File: src/rtl/obstacle_spawner_pkg.sv
// Shared game definitions: FSM encoding, screen constants, slot index width.
package obstacle_spawner_pkg;

  typedef enum logic [2:0] {
    ST_IDLE,
    ST_MOVE,
    ST_CHECK,
    ST_REQ,
    ST_WRITE
  } state_e;

  // Shared with the renderer.
  localparam int unsigned SCREEN_H = 768;
  localparam int unsigned START_Y  = 0;
  localparam int unsigned COORD_W  = 10;

  // Width of a slot index; at least one bit even for tiny tables.
  function automatic int unsigned slot_idx_w(input int unsigned n);
    return (n <= 2) ? 1 : $clog2(n);
  endfunction

endpackage

File: src/rtl/obstacle_spawner_if.sv
// Spawner-facing signal bundle: generator handshake, hit input, renderer read port.
interface obstacle_spawner_if #(
  parameter int unsigned NUM_SLOTS = 4
);
  localparam int unsigned SW = obstacle_spawner_pkg::slot_idx_w(NUM_SLOTS);

  logic          frame_tick;
  logic          rand_new;
  logic          rand_offset;
  logic [9:0]    rand_data;
  logic          hit_valid;
  logic [SW-1:0] hit_slot;
  logic [SW-1:0] rd_slot;
  logic          rd_valid;
  logic [9:0]    rd_x;
  logic [9:0]    rd_y;
  logic          miss;
  logic [7:0]    spawn_count;
  logic          busy;

  modport master (
    input  frame_tick, rand_data, hit_valid, hit_slot, rd_slot,
    output rand_new, rand_offset, rd_valid, rd_x, rd_y, miss, spawn_count, busy
  );

  modport slave (
    output frame_tick, rand_data, hit_valid, hit_slot, rd_slot,
    input  rand_new, rand_offset, rd_valid, rd_x, rd_y, miss, spawn_count, busy
  );

endinterface

File: src/rtl/obstacle_spawner_table.sv
// Obstacle slot storage: one write port, a hit-clear port, two combinational reads.
module obstacle_table
  import obstacle_spawner_pkg::*;
#(
  parameter int unsigned NUM_SLOTS = 4,
  parameter int unsigned SW        = slot_idx_w(NUM_SLOTS)
) (
  input  logic                 clk_i,
  input  logic                 rst_ni,
  input  logic                 wr_en_i,
  input  logic [SW-1:0]        wr_idx_i,
  input  logic                 wr_valid_i,
  input  logic [9:0]           wr_x_i,
  input  logic [9:0]           wr_y_i,
  input  logic                 hit_valid_i,
  input  logic [SW-1:0]        hit_slot_i,
  input  logic [SW-1:0]        mv_idx_i,
  output logic                 mv_valid_o,
  output logic [9:0]           mv_x_o,
  output logic [9:0]           mv_y_o,
  input  logic [SW-1:0]        rd_idx_i,
  output logic                 rd_valid_o,
  output logic [9:0]           rd_x_o,
  output logic [9:0]           rd_y_o,
  output logic [NUM_SLOTS-1:0] valid_o
);

  logic [NUM_SLOTS-1:0] valid_q;
  logic [9:0]           x_q [NUM_SLOTS];
  logic [9:0]           y_q [NUM_SLOTS];

  // Slot registers; a same-slot write overrides a hit so a fresh spawn survives.
  always_ff @(posedge clk_i or negedge rst_ni) begin
    if (!rst_ni) begin
      valid_q <= '0;
      for (int unsigned k = 0; k < NUM_SLOTS; k++) begin
        x_q[k] <= '0;
        y_q[k] <= '0;
      end
    end else begin
      if (hit_valid_i && !(wr_en_i && (wr_idx_i == hit_slot_i)))
        valid_q[hit_slot_i] <= 1'b0;
      if (wr_en_i) begin
        valid_q[wr_idx_i] <= wr_valid_i;
        x_q[wr_idx_i]     <= wr_x_i;
        y_q[wr_idx_i]     <= wr_y_i;
      end
    end
  end

  assign mv_valid_o = valid_q[mv_idx_i];
  assign mv_x_o     = x_q[mv_idx_i];
  assign mv_y_o     = y_q[mv_idx_i];
  assign rd_valid_o = valid_q[rd_idx_i];
  assign rd_x_o     = x_q[rd_idx_i];
  assign rd_y_o     = y_q[rd_idx_i];
  assign valid_o    = valid_q;

endmodule

File: src/rtl/obstacle_spawner.sv
// Obstacle spawner: per-frame move/retire pass, interval-scheduled spawns.
module obstacle_spawner #(
  parameter int unsigned NUM_SLOTS      = 4,
  parameter int unsigned SPAWN_INTERVAL = 60,
  parameter int unsigned SPEED          = 4,
  parameter int unsigned SCREEN_H       = obstacle_spawner_pkg::SCREEN_H,
  parameter int unsigned START_Y        = obstacle_spawner_pkg::START_Y
) (
  input  logic               clock,
  input  logic               reset_n,
  obstacle_spawner_if.master bus
);
  import obstacle_spawner_pkg::*;

  localparam int unsigned SW = slot_idx_w(NUM_SLOTS);

  state_e        state_q, state_d;
  logic [SW-1:0] idx_q, idx_d;
  logic [SW-1:0] lat_q, lat_d;
  logic [7:0]    interval_q, interval_d;
  logic [7:0]    spawn_q, spawn_d;
  logic          pend_q, pend_d;
  logic [9:0]    xlat_q, xlat_d;

  logic                 wr_en, wr_valid;
  logic [SW-1:0]        wr_idx;
  logic [9:0]           wr_x, wr_y;
  logic                 mv_valid;
  logic [9:0]           mv_x, mv_y;
  logic [NUM_SLOTS-1:0] valid_vec;
  logic                 free_found;
  logic [SW-1:0]        free_idx;
  logic [10:0]          y_sum;
  logic                 rand_new, miss;

  obstacle_table #(
    .NUM_SLOTS (NUM_SLOTS),
    .SW        (SW)
  ) u_table (
    .clk_i       (clock),
    .rst_ni      (reset_n),
    .wr_en_i     (wr_en),
    .wr_idx_i    (wr_idx),
    .wr_valid_i  (wr_valid),
    .wr_x_i      (wr_x),
    .wr_y_i      (wr_y),
    .hit_valid_i (bus.hit_valid),
    .hit_slot_i  (bus.hit_slot),
    .mv_idx_i    (idx_q),
    .mv_valid_o  (mv_valid),
    .mv_x_o      (mv_x),
    .mv_y_o      (mv_y),
    .rd_idx_i    (bus.rd_slot),
    .rd_valid_o  (bus.rd_valid),
    .rd_x_o      (bus.rd_x),
    .rd_y_o      (bus.rd_y),
    .valid_o     (valid_vec)
  );

  // Lowest-index free slot; scanning downward lets the lowest index win.
  always_comb begin
    free_found = 1'b0;
    free_idx   = '0;
    for (int unsigned k = NUM_SLOTS; k > 0; k--) begin
      if (!valid_vec[k-1]) begin
        free_found = 1'b1;
        free_idx   = SW'(k - 1);
      end
    end
  end

  // FSM and datapath registers.
  always_ff @(posedge clock or negedge reset_n) begin
    if (!reset_n) begin
      state_q    <= ST_IDLE;
      idx_q      <= '0;
      lat_q      <= '0;
      interval_q <= 8'(SPAWN_INTERVAL);
      spawn_q    <= '0;
      pend_q     <= 1'b0;
      xlat_q     <= '0;
    end else begin
      state_q    <= state_d;
      idx_q      <= idx_d;
      lat_q      <= lat_d;
      interval_q <= interval_d;
      spawn_q    <= spawn_d;
      pend_q     <= pend_d;
      xlat_q     <= xlat_d;
    end
  end

  // Next-state, table write port and pulse outputs.
  always_comb begin
    state_d    = state_q;
    idx_d      = idx_q;
    lat_d      = lat_q;
    interval_d = interval_q;
    spawn_d    = spawn_q;
    pend_d     = pend_q;
    xlat_d     = xlat_q;
    wr_en      = 1'b0;
    wr_idx     = idx_q;
    wr_valid   = 1'b0;
    wr_x       = mv_x;
    wr_y       = mv_y;
    y_sum      = '0;
    rand_new   = 1'b0;
    miss       = 1'b0;

    if (bus.frame_tick && (state_q != ST_IDLE))
      pend_d = 1'b1;

    case (state_q)
      ST_IDLE: begin
        if (bus.frame_tick || pend_q) begin
          pend_d  = 1'b0;
          idx_d   = '0;
          state_d = ST_MOVE;
        end
      end
      ST_MOVE: begin
        // A hit on this slot suppresses the move entirely: no y update, no miss.
        if (mv_valid && !(bus.hit_valid && (bus.hit_slot == idx_q))) begin
          wr_en = 1'b1;
          y_sum = {1'b0, mv_y} + 11'(SPEED);
          if (y_sum >= 11'(SCREEN_H)) begin
            wr_valid = 1'b0;
            miss     = 1'b1;
          end else begin
            wr_valid = 1'b1;
            wr_y     = y_sum[9:0];
          end
        end
        if (idx_q == SW'(NUM_SLOTS - 1))
          state_d = ST_CHECK;
        else
          idx_d = idx_q + 1'b1;
      end
      ST_CHECK: begin
        if (interval_q == 8'd1) begin
          interval_d = 8'(SPAWN_INTERVAL);
          if (free_found) begin
            lat_d   = free_idx;
            state_d = ST_REQ;
          end else begin
            state_d = ST_IDLE;
          end
        end else begin
          interval_d = interval_q - 8'd1;
          state_d    = ST_IDLE;
        end
      end
      ST_REQ: begin
        rand_new = 1'b1;
        xlat_d   = bus.rand_data;
        state_d  = ST_WRITE;
      end
      ST_WRITE: begin
        wr_en    = 1'b1;
        wr_idx   = lat_q;
        wr_valid = 1'b1;
        wr_x     = xlat_q;
        wr_y     = 10'(START_Y);
        spawn_d  = spawn_q + 8'd1;
        state_d  = ST_IDLE;
      end
      default: state_d = ST_IDLE;
    endcase
  end

  assign bus.rand_new    = rand_new;
  assign bus.rand_offset = spawn_q[0];
  assign bus.miss        = miss;
  assign bus.spawn_count = spawn_q;
  assign bus.busy        = (state_q != ST_IDLE);

endmodule

File: src/flat_wrapper.sv
// flat-port wrapper written by rule: the top's interface ports become plain ports
module obstacle_spawner_flat import obstacle_spawner_pkg::*;
#(
  parameter int unsigned NUM_SLOTS      = 4,
  parameter int unsigned SPAWN_INTERVAL = 60,
  parameter int unsigned SPEED          = 4,
  parameter int unsigned SCREEN_H       = obstacle_spawner_pkg::SCREEN_H,
  parameter int unsigned START_Y        = obstacle_spawner_pkg::START_Y
)
  (clock, reset_n, bus_frame_tick, bus_rand_data, bus_hit_valid, bus_hit_slot, bus_rd_slot, bus_rand_new, bus_rand_offset, bus_rd_valid, bus_rd_x, bus_rd_y, bus_miss, bus_spawn_count, bus_busy);
  obstacle_spawner_if #(.NUM_SLOTS(NUM_SLOTS)) bus_i ();
  input  logic clock;
  input  logic reset_n;
  input wire logic [$bits(bus_i.frame_tick)-1:0] bus_frame_tick;
  input wire logic [$bits(bus_i.rand_data)-1:0] bus_rand_data;
  input wire logic [$bits(bus_i.hit_valid)-1:0] bus_hit_valid;
  input wire logic [$bits(bus_i.hit_slot)-1:0] bus_hit_slot;
  input wire logic [$bits(bus_i.rd_slot)-1:0] bus_rd_slot;
  output wire logic [$bits(bus_i.rand_new)-1:0] bus_rand_new;
  output wire logic [$bits(bus_i.rand_offset)-1:0] bus_rand_offset;
  output wire logic [$bits(bus_i.rd_valid)-1:0] bus_rd_valid;
  output wire logic [$bits(bus_i.rd_x)-1:0] bus_rd_x;
  output wire logic [$bits(bus_i.rd_y)-1:0] bus_rd_y;
  output wire logic [$bits(bus_i.miss)-1:0] bus_miss;
  output wire logic [$bits(bus_i.spawn_count)-1:0] bus_spawn_count;
  output wire logic [$bits(bus_i.busy)-1:0] bus_busy;
  assign bus_i.frame_tick = bus_frame_tick;
  assign bus_i.rand_data = bus_rand_data;
  assign bus_i.hit_valid = bus_hit_valid;
  assign bus_i.hit_slot = bus_hit_slot;
  assign bus_i.rd_slot = bus_rd_slot;
  assign bus_rand_new = bus_i.rand_new;
  assign bus_rand_offset = bus_i.rand_offset;
  assign bus_rd_valid = bus_i.rd_valid;
  assign bus_rd_x = bus_i.rd_x;
  assign bus_rd_y = bus_i.rd_y;
  assign bus_miss = bus_i.miss;
  assign bus_spawn_count = bus_i.spawn_count;
  assign bus_busy = bus_i.busy;
  obstacle_spawner #(.NUM_SLOTS(NUM_SLOTS), .SPAWN_INTERVAL(SPAWN_INTERVAL), .SPEED(SPEED), .SCREEN_H(SCREEN_H), .START_Y(START_Y)) u_core (.clock(clock), .reset_n(reset_n), .bus(bus_i));
endmodule
File: config.mk
export PLATFORM = sky130hd
export DESIGN_NAME = obstacle_spawner_flat
export DESIGN_NICKNAME = d
export VERILOG_FILES = /design/src/rtl/obstacle_spawner_pkg.sv /design/src/rtl/obstacle_spawner_if.sv /design/src/rtl/obstacle_spawner_table.sv /design/src/rtl/obstacle_spawner.sv /design/src/flat_wrapper.sv
export SDC_FILE = /design/constraint.sdc
export NUM_CORES = 1
export LEC_CHECK = 0
export CORE_MARGIN = 1
export CORE_UTILIZATION = 55
export DETAILED_ROUTE_END_ITERATION = 8
export PLACE_DENSITY = 0.76
export SLEW_MARGIN = 20
export SYNTH_ARGS = -nofsm -noshare
export SYNTH_HDL_FRONTEND = slang
export SYNTH_SLANG_ARGS = --single-unit
File: constraint.sdc
create_clock -name clock -period 3.25 [get_ports clock]
set_input_delay 0.325 -clock clock [delete_from_list [all_inputs] [get_ports clock]]
set_output_delay 0.325 -clock clock [all_outputs]
set_load 0.05 [all_outputs]
==> impl_metrics.tcl <==
set metrics [dict create \
    ys_types 58 \
    io_pins 51 \
    power_w 0.00660 \
    cp-start-kind "flop" \
    finClkSkew_ps 8.60 \
    synth.area.top_cells "dfrtp_1 45%, mux4_2 15%, mux2_2 13%" \
    drv_cap 0 \
    nNetsFinal 576 \
    top_layer_used "met4" \
    drive_above_1_share_pct 36.6 \
    crit_path_end_kind "primary output" \
    synthCells 495 \
    grt_use_total_pct 27.9 \
    viasPerCell 6.26 \
    clk_pin_slew_ps 50 \
    yosys-top-cells-count "114 x dfrtp_1, 72 x mux2_2, 66 x nand2_1" \
    port-buffer-count 50 \
    die_w_microns 109 \
    clkLatencyLatePin_ps 420 \
    wl_met3_microns 681 \
    grt_max_degree 51 \
    place.gp.congestion 0.906 \
    synth_ff_type "dfrtp_1" \
    p_per_area_nw_per_um2 866 \
    worst_pin_slew_ps 906 \
    ys.warnings.count 0 \
    antenna_found_initial 0 \
    fp.dieArea_sq_um 11900 \
    crit_type "flop to primary output" \
    fin_setup_tns_ps 0 \
    cts.sinks 118 \
    period_share_pct 95.5 \
    outcome "completed" \
    numCtsBuffers 17 \
    cts_max_level 4 \
    instances_no_fill 705 \
    ir_drop_mv 0.810 \
    crit_required_ps 2920 \
    ys_ff_latch 118 \
    wl_per_cell_microns 20.9 \
    rsz0062_at_grt "no" \
    cts_tree "done" \
    slew_viol_final 0 \
    max_freq_mhz 322 \
    core_sq_um 11000 \
    first_pass_iters 5 \
    slew_headroom_pct 39.6 \
    syn_to_final_growth_pct 21.0 \
    power_leakage_nw 3.33 \
    cp_max_fo 5 \
    synth_area_per_cell_sq_um 12.7 \
    wirelength_microns 14800 \
    vias 4416 \
    gr-total-overflow 0 \
    postRouteAntennaNets 0 \
    worstPathArrival_ps 2780 \
    die_h_microns 109 \
    wl_met1_microns 6320 \
    period_minus_slack_ps 3100 \
    num_antenna_cells 0 \
    dp.cells 669 \
    grt_pass1_vias 4680 \
    initial_core_util_pct 57.3 \
    syn-num-nets 519 \
    setup_violations 0 \
    synth.largest_area_cell "dfrtp_1" \
    hold_viol 0 \
    std_cell_rows 38 \
    wl_met2_microns 7500 \
    seq_area_frac_synth_pct 47.0 \
    synth-async-reset-ratio_pct 100 \
    initialDrtViolationCount 332 \
    place_hpwl_microns 9520 \
    yosysMostFrequentCell "dfrtp_1" \
    cts_buffer_depth 2 \
    grt_pass1_wl_microns 24200 \
    synth_area_sq_um 6300 \
    hp-class "input port to asynchronous set/reset pin" \
    cts-root-buf "clkbuf_16" \
    route.detailed.drc 0 \
    synth-edff-count 0 \
    synth.top_cell.area_share_pct 45.3 \
]
-- through the flow --
step	hold WS [ps]	area (sq um)	worst slack [ps]	utilization (%)
floorplan	29.4	6300	462	-
global placement	377	6910	335	63.0
detailed placement	384	6910	279	63.0
CTS	482	7620	155	69.4
global route	514	7620	44.3	69.4
finish	470	7620	146	69.4
-- registers in the layout (all words and copies together), names as in the netlist --
register / count
u_core.u_table.valid_o: 4
u_core.state_q: 3
u_core.bus.spawn_count: 8
u_core.u_table.x_q: 40
u_core.u_table.y_q: 40
u_core.idx_q: 2
u_core.lat_q: 2
u_core.interval_q: 8
u_core.xlat_q: 10
u_core.pend_q: 1
-- power breakdown --
| group | internal (W) | leakage, nW | switching (W) |
|---|---|---|---|
| Clock | 0.00150 | 0.331 | 0.000655 |
| Combinational | 0.000980 | 1.54 | 0.00133 |
| Sequential | 0.00182 | 1.46 | 0.000324 |
| Total | 0.00429 | 3.33 | 0.00231 |
-- layout by cell type (no fill, tap or decap), drive strengths merged, types with 9 or more instances in the layout --
cell,count
dfrtp,114
mux2,75
nand2,67
mux4,42
buf,40
clkdlybuf4s50,27
nor2,23
clkbuf,23
a21oi,17
o21ai,14
inv,10
mux2i,9
-- final cells by class --
type                            count  area (sq um)
Tap cell                          140           175
Fill cell                         737          3360
Timing Repair Buffer               68           618
Clock buffer                       23           478
Clock inverter                      9           195
Multi-Input combinational cell    337          3160
Inverter                           10          37.5
Sequential cell                   118          2960
-- worst max-delay path, stage by stage, from the launching register on --
cell	delay (ps)
dfrtp_2	450
mux4_2	590
ha_1	300
a21oi_2	160
nand4_2	180
nand2_2	190
nor2_1	90
nor2_1	230
buf_12	180
-- worst paths after layout --
kind,from,endpoint,slack (ps),depth (start not counted)
max in group asynchronous,reset_n,u_core.idx_q[1],1830,3
min in group clock,u_core.bus.spawn_count[7],u_core.bus.spawn_count[7],480,1
worst min-delay path,reset_n,u_core.xlat_q[0],470,2
worst min register to register,u_core.bus.spawn_count[7],u_core.bus.spawn_count[7],480,1
worst max-delay path,u_core.idx_q[0],bus_miss,150,8
worst max register to register,u_core.idx_q[0],u_core.u_table.y_q[6],400,8
-- timing repair --
| action | 4_1_cts | 5_1_grt |
|---|---|---|
| setup buffers | 3 | 0 |
| hold buffers | 1 | 0 |
| setup endpoints to repair | 1 | 0 |
| gates resized for setup | 2 | 0 |
| endpoints found under the hold margin | 48 | 0 |
-- kinds of logic after synthesis --
group,synth area share [%]
DFF,47.0
and+or+nand+nor,11.5
muxes,29.9
adders and majority gates,1.19
buffers and inverters,3.14
xor gates and xnor gates,1.53
AOI/OAI and AO/OA,5.80
-- routing by layer --
layer  vias up  global-route usage, %
li1       1957                      -
met1      2295                   35.7
met2       137                   46.1
met3        27                   6.58
met4         0                   10.3
met5         -                      0
No activity file was read; power rests on OpenSTA's default activity.
